$ cat src/rtl/regfile_wb_arbiter_pkg.sv
// ----------------------------------------------------------------------------
// regfile_wb_arbiter_pkg
// Shared types and widths for the register-file writeback path.
//   XLEN        : result data width
//   PREG_NUMBER : number of physical registers
//   PIDX_W      : physical register index width
//   wb_req_t    : one writeback result (destination preg + data)
// ----------------------------------------------------------------------------
package regfile_wb_arbiter_pkg;

    localparam int XLEN        = 32;
    localparam int PREG_NUMBER = 64;
    localparam int PIDX_W      = $clog2(PREG_NUMBER);

    typedef struct packed {
        logic [PIDX_W-1:0] pidx;
        logic [XLEN-1:0]   data;
    } wb_req_t;

endpackage

$ cat src/rtl/regfile_wb_arbiter_if.sv
// ----------------------------------------------------------------------------
// regfile_wb_arbiter_if
// Bundles the FU completion handshakes and the two register-file write ports.
//   req_valid/req_pidx/req_data : per-FU result offer (flattened, FU i at slot i)
//   req_ready                   : per-FU holding buffer can accept
//   wra_* / wrb_*               : write ports A and B (also wakeup broadcast)
//   grant                       : buffers drained this cycle
//   occupancy                   : number of full holding buffers
// Modports: master = FU / regfile side, slave = arbiter.
// ----------------------------------------------------------------------------
interface regfile_wb_arbiter_if
    import regfile_wb_arbiter_pkg::*;
    #(parameter int N_REQ = 4);

    localparam int OCC_W = $clog2(N_REQ + 1);

    logic [N_REQ-1:0]        req_valid;
    logic [N_REQ*PIDX_W-1:0] req_pidx;
    logic [N_REQ*XLEN-1:0]   req_data;
    logic [N_REQ-1:0]        req_ready;
    logic                    wra_en;
    logic [PIDX_W-1:0]       wra_idx;
    logic [XLEN-1:0]         wra_data;
    logic                    wrb_en;
    logic [PIDX_W-1:0]       wrb_idx;
    logic [XLEN-1:0]         wrb_data;
    logic [N_REQ-1:0]        grant;
    logic [OCC_W-1:0]        occupancy;

    modport master (
        output req_valid, req_pidx, req_data,
        input  req_ready, wra_en, wra_idx, wra_data,
        input  wrb_en, wrb_idx, wrb_data, grant, occupancy
    );

    modport slave (
        input  req_valid, req_pidx, req_data,
        output req_ready, wra_en, wra_idx, wra_data,
        output wrb_en, wrb_idx, wrb_data, grant, occupancy
    );

endinterface

$ cat src/rtl/regfile_wb_arbiter_rr_pick2.sv
// ----------------------------------------------------------------------------
// rr_pick2
// Purely combinational round-robin picker granting up to two requesters.
//   req      : request vector
//   ptr      : index where the scan starts (wraps modulo N)
//   gnt_a    : one-hot first hit (zero when no request)
//   gnt_b    : one-hot second hit (zero when fewer than two requests)
//   last_idx : index of the last granted requester (ptr when none)
//   any      : at least one request present
// ----------------------------------------------------------------------------
module rr_pick2 #(
    parameter int N     = 4,
    parameter int PTR_W = $clog2(N)
) (
    input  logic [N-1:0]     req,
    input  logic [PTR_W-1:0] ptr,
    output logic [N-1:0]     gnt_a,
    output logic [N-1:0]     gnt_b,
    output logic [PTR_W-1:0] last_idx,
    output logic             any
);

    logic [1:0]       hits;
    logic [PTR_W-1:0] sel;

    always_comb begin
        gnt_a    = '0;
        gnt_b    = '0;
        last_idx = ptr;
        hits     = 2'd0;
        sel      = '0;
        for (int k = 0; k < N; k++) begin
            sel = PTR_W'((int'(ptr) + k) % N);
            if (req[sel]) begin
                if (hits == 2'd0) begin
                    gnt_a[sel] = 1'b1;
                    last_idx   = sel;
                    hits       = 2'd1;
                end else if (hits == 2'd1) begin
                    gnt_b[sel] = 1'b1;
                    last_idx   = sel;
                    hits       = 2'd2;
                end
            end
        end
    end

    assign any = |req;

endmodule

$ cat src/rtl/regfile_wb_arbiter.sv
// ----------------------------------------------------------------------------
// regfile_wb_arbiter
// Shares the register file's two write ports among N_REQ completing FUs.
// Each FU owns a 1-entry holding buffer filled over valid/ready; every cycle
// a round-robin scan drains up to two full buffers onto ports A and B.
//   clk   : clock
//   reset : synchronous, active-high; empties buffers, rr pointer to 0
//   flush : squash all buffered results (ports still drain this cycle)
//   bus   : regfile_wb_arbiter_if.slave (handshakes, write ports, status)
// ----------------------------------------------------------------------------
module regfile_wb_arbiter
    import regfile_wb_arbiter_pkg::*;
    #(parameter int N_REQ = 4) (
    input  logic                clk,
    input  logic                reset,
    input  logic                flush,
    regfile_wb_arbiter_if.slave bus
);

    localparam int PTR_W = $clog2(N_REQ);
    localparam int OCC_W = $clog2(N_REQ + 1);

    wb_req_t              hold_p0 [N_REQ];
    logic [N_REQ-1:0]     full_p0;
    logic [PTR_W-1:0]     rr_ptr_p0;
    logic [OCC_W-1:0]     occ_p0;

    logic [N_REQ-1:0]     gnt_a, gnt_b, grant, ready, accept, full_nxt;
    logic [PTR_W-1:0]     last_idx;
    logic                 any_gnt;
    logic [OCC_W-1:0]     occ_nxt;
    wb_req_t              wra_sel, wrb_sel;

    rr_pick2 #(.N(N_REQ)) u_pick (
        .req      (full_p0),
        .ptr      (rr_ptr_p0),
        .gnt_a    (gnt_a),
        .gnt_b    (gnt_b),
        .last_idx (last_idx),
        .any      (any_gnt)
    );

    assign grant  = gnt_a | gnt_b;
    // A buffer being drained this cycle can be refilled in the same edge.
    assign ready  = {N_REQ{!flush}} & (~full_p0 | grant);
    assign accept = bus.req_valid & ready;

    // Port muxes are driven only from buffer state, so idle ports read zero.
    always_comb begin
        wra_sel = '0;
        wrb_sel = '0;
        for (int i = 0; i < N_REQ; i++) begin
            if (gnt_a[i]) wra_sel = hold_p0[i];
            if (gnt_b[i]) wrb_sel = hold_p0[i];
        end
    end

    always_comb begin
        full_nxt = (full_p0 & ~grant) | accept;
        occ_nxt  = '0;
        for (int i = 0; i < N_REQ; i++) begin
            occ_nxt = occ_nxt + OCC_W'(full_nxt[i]);
        end
    end

    // ---- stage p0: holding buffers and scheduler state ----
    always_ff @(posedge clk) begin
        if (reset) begin
            full_p0   <= '0;
            rr_ptr_p0 <= '0;
            occ_p0    <= '0;
        end else if (flush) begin
            full_p0   <= '0;
            occ_p0    <= '0;
        end else begin
            full_p0   <= full_nxt;
            occ_p0    <= occ_nxt;
            if (any_gnt) begin
                rr_ptr_p0 <= (last_idx == PTR_W'(N_REQ - 1)) ? '0 : last_idx + 1'b1;
            end
        end
    end

    always_ff @(posedge clk) begin
        for (int i = 0; i < N_REQ; i++) begin
            if (accept[i]) begin
                hold_p0[i].pidx <= bus.req_pidx[i*PIDX_W +: PIDX_W];
                hold_p0[i].data <= bus.req_data[i*XLEN +: XLEN];
            end
        end
    end

    assign bus.req_ready = ready;
    assign bus.grant     = grant;
    assign bus.occupancy = occ_p0;
    assign bus.wra_en    = |gnt_a;
    assign bus.wra_idx   = wra_sel.pidx;
    assign bus.wra_data  = wra_sel.data;
    assign bus.wrb_en    = |gnt_b;
    assign bus.wrb_idx   = wrb_sel.pidx;
    assign bus.wrb_data  = wrb_sel.data;

    // Renaming guarantees distinct destinations on the two ports.
    a_dup_pidx: assert property (@(posedge clk) disable iff (reset)
        !(bus.wra_en && bus.wrb_en && (bus.wra_idx == bus.wrb_idx)));

endmodule

$ cat src/flat_wrapper.sv
// flat-port wrapper written by rule: the top's interface ports become plain ports
module regfile_wb_arbiter_flat import regfile_wb_arbiter_pkg::*;
#(parameter int N_REQ = 4)
  (clk, reset, flush, bus_req_valid, bus_req_pidx, bus_req_data, bus_req_ready, bus_wra_en, bus_wra_idx, bus_wra_data, bus_wrb_en, bus_wrb_idx, bus_wrb_data, bus_grant, bus_occupancy);
  regfile_wb_arbiter_if #(.N_REQ(N_REQ)) bus_i ();
  input  logic clk;
  input  logic reset;
  input  logic flush;
  input wire logic [$bits(bus_i.req_valid)-1:0] bus_req_valid;
  input wire logic [$bits(bus_i.req_pidx)-1:0] bus_req_pidx;
  input wire logic [$bits(bus_i.req_data)-1:0] bus_req_data;
  output wire logic [$bits(bus_i.req_ready)-1:0] bus_req_ready;
  output wire logic [$bits(bus_i.wra_en)-1:0] bus_wra_en;
  output wire logic [$bits(bus_i.wra_idx)-1:0] bus_wra_idx;
  output wire logic [$bits(bus_i.wra_data)-1:0] bus_wra_data;
  output wire logic [$bits(bus_i.wrb_en)-1:0] bus_wrb_en;
  output wire logic [$bits(bus_i.wrb_idx)-1:0] bus_wrb_idx;
  output wire logic [$bits(bus_i.wrb_data)-1:0] bus_wrb_data;
  output wire logic [$bits(bus_i.grant)-1:0] bus_grant;
  output wire logic [$bits(bus_i.occupancy)-1:0] bus_occupancy;
  assign bus_i.req_valid = bus_req_valid;
  assign bus_i.req_pidx = bus_req_pidx;
  assign bus_i.req_data = bus_req_data;
  assign bus_req_ready = bus_i.req_ready;
  assign bus_wra_en = bus_i.wra_en;
  assign bus_wra_idx = bus_i.wra_idx;
  assign bus_wra_data = bus_i.wra_data;
  assign bus_wrb_en = bus_i.wrb_en;
  assign bus_wrb_idx = bus_i.wrb_idx;
  assign bus_wrb_data = bus_i.wrb_data;
  assign bus_grant = bus_i.grant;
  assign bus_occupancy = bus_i.occupancy;
  regfile_wb_arbiter #(.N_REQ(N_REQ)) u_core (.clk(clk), .reset(reset), .flush(flush), .bus(bus_i));
endmodule
$ cat config.mk
export PLATFORM = sky130hd
export DESIGN_NAME = regfile_wb_arbiter_flat
export DESIGN_NICKNAME = d
export VERILOG_FILES = /design/src/rtl/regfile_wb_arbiter_pkg.sv /design/src/rtl/regfile_wb_arbiter_if.sv /design/src/rtl/regfile_wb_arbiter_rr_pick2.sv /design/src/rtl/regfile_wb_arbiter.sv /design/src/flat_wrapper.sv
export SDC_FILE = /design/constraint.sdc
export NUM_CORES = 1
export LEC_CHECK = 0
export CAP_MARGIN = 20
export CELL_PAD_IN_SITES_DETAIL_PLACEMENT = 2
export CELL_PAD_IN_SITES_GLOBAL_PLACEMENT = 2
export CORE_ASPECT_RATIO = 1.2
export CORE_MARGIN = 10
export CORE_UTILIZATION = 24
export CTS_CLUSTER_DIAMETER = 100
export DETAILED_ROUTE_END_ITERATION = 16
export MAX_ROUTING_LAYER = met4
export PLACE_DENSITY = 0.65
export SLEW_MARGIN = 10
export SYNTH_ARGS = -nofsm -noshare
export SYNTH_HDL_FRONTEND = slang
export SYNTH_SLANG_ARGS = --single-unit
$ cat constraint.sdc
create_clock -name clk -period 6.75 [get_ports clk]
set_clock_uncertainty 0.15 [all_clocks]
set_input_delay 1.35 -clock clk [delete_from_list [all_inputs] [get_ports clk]]
set_output_delay 1.35 -clock clk [all_outputs]
set_load 0.02 [all_outputs]
==> metrics <==
fmax 161 MHz; row cnt 74; Post-route DRC 0; Min-Delay Path Class reg -> reg; Min Hold Slack 616 ps; Routed Antenna Nets 0; CP Launch Type register; die height 224 um; Req. time, crit path 5250 ps; CTS Sinks 161; fillers 3586; H-tree depth 4; Final HPWL DP 26700 um; number of synthesized flops with an enable pin 152; Syn Area/Cell 11.7 um2; CTS clk-pin slew, worst paths 70 ps; #FFs+latches synth 161; Vias per Instance 5.04; Crit Reg-Reg Startpoint u_core.rr_ptr_p0[0]; TritonCTS clock tree built; footprint of the multi-input gates 0.00332 mm2; Hold Fails Final Rpt 0; critical path cell sequence inv_1 -> ha_1 -> mux4_2 -> clkinv_1 -> ha_1 -> a32oi_1 -> a22oi_1 -> a221o_2 -> buf_4 -> a311oi_1 -> o31ai_1 -> clkdlybuf4s50_1; fin crit share 0.922; Inserted Clock Buffers 17; Max-slew headroom 0.494; YS warnings 0; post-layout worst setup margin 529 ps; Total Wirelength 37300 um; Syn Inst Count 711; CP dominant cell by count ha_1; # IOs 248; sw power 1.18 mW; Overflow after GRT 0; crit-path max cell delay 670 ps; VDD IR-drop max 0.115 mV; combinational power share 0.368; Placement Setup Slack 966 ps; PnR Total Power 3.51 mW; register area 0.00474 mm2; WHS Endpoint u_core.rr_ptr_p0[0]; buffers added on ports 247; DP Cell Count 1379; Root Buffer clkbuf_16; first-pass GRT wire length 55000 um; HP Start u_core.rr_ptr_p0[0]; RSZ-0062 raised after global routing no; die area 0.0427 mm2; cts hold-fix bufs 0; Synth top area share 0.547; Arr. time, crit path 4720 ps; fin crit period 6220 ps; fraction of registers with async set/reset 0; layout cell share with drive strength beyond 1 0.118; leading area contributor after synthesis edfxtp_1; wire per inst 26.2 um; pwr dens 289 mW/mm2; Total GRT Usage 0.179; Net Sw Frac 0.337; via count 7159; non-filler cells, final 1421; WS Path Type reg -> out; Syn Nets 881; Flop pwr share 0.337; Final setup viols 0; internal power 2.33 mW; initial antenna violation count 10; Critical Path End Type output pin; Slowest-stage cell, CP clkdlybuf4s50_1; worst slew pin tran 757 ps; hold path cells 3; clock group share of total power 0.296; Final Max Tran Viols 0; CORE AREA 0.0342 mm2; Initial Util 0.244; Synth Flop Type edfxtp_1; top post-synthesis cells by area edfxtp_1 55%, a221oi_2 4.1%, a311oi_1 4.1%; worst r2r path cells 16; Post-CTS Setup Inserts 0; Synth cell types 59; 1st-iter DRT viols 402; Max Cap Viol 0; reg2reg setup slack 1870 ps; setup TNS 0 ps; GP Congestion 0.788; RR Endpoint u_core.bus.occupancy[1]; P_leak 3.95 nW; clk_lat worst skew 440 ps; Pre-antenna DRT Iters 5; Mapped Area 0.00835 mm2; sequential area share after synthesis 0.568; Crit Path Max Fanout 12; run status finished, final reports clean; CTS resizes 0; CTS Buffer Depth 2; synthesis-to-finish area growth 45.7%; nets@finish 1112; largest net degree at the start of global routing 42; Die Width 190 um; vias in the first global route 8155
[cell families after synthesis]
| group | after synthesis | synth area share |
|---|---|---|
| AOI/OAI and AO/OA | 271 | 0.253 |
| xor gates and xnor gates | 1 | 0.00105 |
| adders and majority gates | 11 | 0.0174 |
| buffers and inverters | 77 | 0.0459 |
| DFF | 161 | 0.568 |
| muxes | 13 | 0.0210 |
| and+or+nand+nor | 177 | 0.0937 |
[cells in the mapped netlist, types with 5 or more instances]
cell type,count
nand2b_1,10
o21ai_0,42
nand2_1,81
a221oi_1,19
nor2_1,54
a21boi_0,38
ha_1,10
clkbuf_1,36
buf_2,21
a311oi_1,39
buf_4,6
a221oi_2,23
dfxtp_1,9
and2_1,5
o31ai_1,38
edfxtp_1,152
mux2i_1,7
inv_1,8
o21ai_1,38
[power groups by stage]
stage	Sequential [mW]	Clock (mW)	Combinational, mW
after floorplan	1.20	0	0.639
after global placement	1.20	0	1.30
after detailed placement	1.20	0	1.31
after CTS	1.18	1.06	1.32
after global routing	1.19	1.09	1.38
final	1.18	1.04	1.29
[cell type report]
type                    instances  area share
well taps                     456      0.0469
clock inverters                15      0.0156
clock buffers                  17      0.0350
repair buffers                280       0.234
inverters                       9     0.00278
multi-input cells             473       0.273
diodes                         10     0.00206
flip-flops and latches        161       0.390
[cells in the final DEF, fill, tap and decap left out, types with 8 or more instances in the layout]
| cell | netlist | final |
|---|---|---|
| o31ai_1 | 38 | 38 |
| buf_4 | 6 | 23 |
| a221oi_2 | 23 | 21 |
| a221oi_1 | 19 | 19 |
| a311oi_1 | 39 | 39 |
| o21ai_1 | 38 | 38 |
| dfxtp_1 | 9 | 9 |
| nand2_1 | 81 | 81 |
| nor2_1 | 54 | 50 |
| inv_1 | 8 | 8 |
| clkdlybuf4s50_1 | 0 | 247 |
| a21boi_0 | 38 | 38 |
| ha_1 | 10 | 10 |
| diode_2 | 0 | 10 |
| clkbuf_16 | 0 | 17 |
| nand2b_1 | 10 | 9 |
| buf_12 | 0 | 10 |
| edfxtp_1 | 152 | 152 |
| o21ai_0 | 42 | 42 |
[worst max path at each step]
stage / cells past startpoint / start / to
finish: 12 / u_core.rr_ptr_p0[0] / bus_wra_data[0]
global route: 12 / u_core.rr_ptr_p0[0] / bus_req_ready[0]
CTS: 12 / u_core.rr_ptr_p0[0] / bus_req_ready[0]
detailed placement: 12 / u_core.rr_ptr_p0[0] / bus_req_ready[0]
global placement: 12 / u_core.rr_ptr_p0[0] / bus_wra_idx[1]
floorplan: 14 / u_core.rr_ptr_p0[1] / u_core.hold_p0[0][38]
[worst max-delay path, delay by kind of cell, from the launching register on]
| kind | cells | cell delay [ps] |
|---|---|---|
| flip-flops | 1 | 330 |
| buffers and inverters | 4 | 1140 |
| adder cells (fa/ha/maj) | 2 | 850 |
| AO/OA/AOI/OAI | 5 | 1320 |
| multiplexers | 1 | 620 |
[metrics by stage]
step,cell area [um2],util
global route,12200,0.356
floorplan,8350,-
global placement,11500,0.337
detailed placement,11500,0.337
finish,12200,0.356
CTS,12100,0.355
[sequential cells by signal, summed over array words and instances, names as in the netlist]
signal	flops
u_core.hold_p0	152
u_core.rr_ptr_p0	2
u_core.bus.occupancy	3
u_core.full_p0	4
[layer usage]
metal / vias to the layer above / global-route usage / wire [um]
met2: 168 / 0.321 / 20200
met4: 0 / 0.0743 / 798
met1: 3684 / 0.188 / 14700
met5: - / - / 0
met3: 31 / 0.0336 / 1560
li1: 3276 / - / -
(Power assumes the default switching activity.)
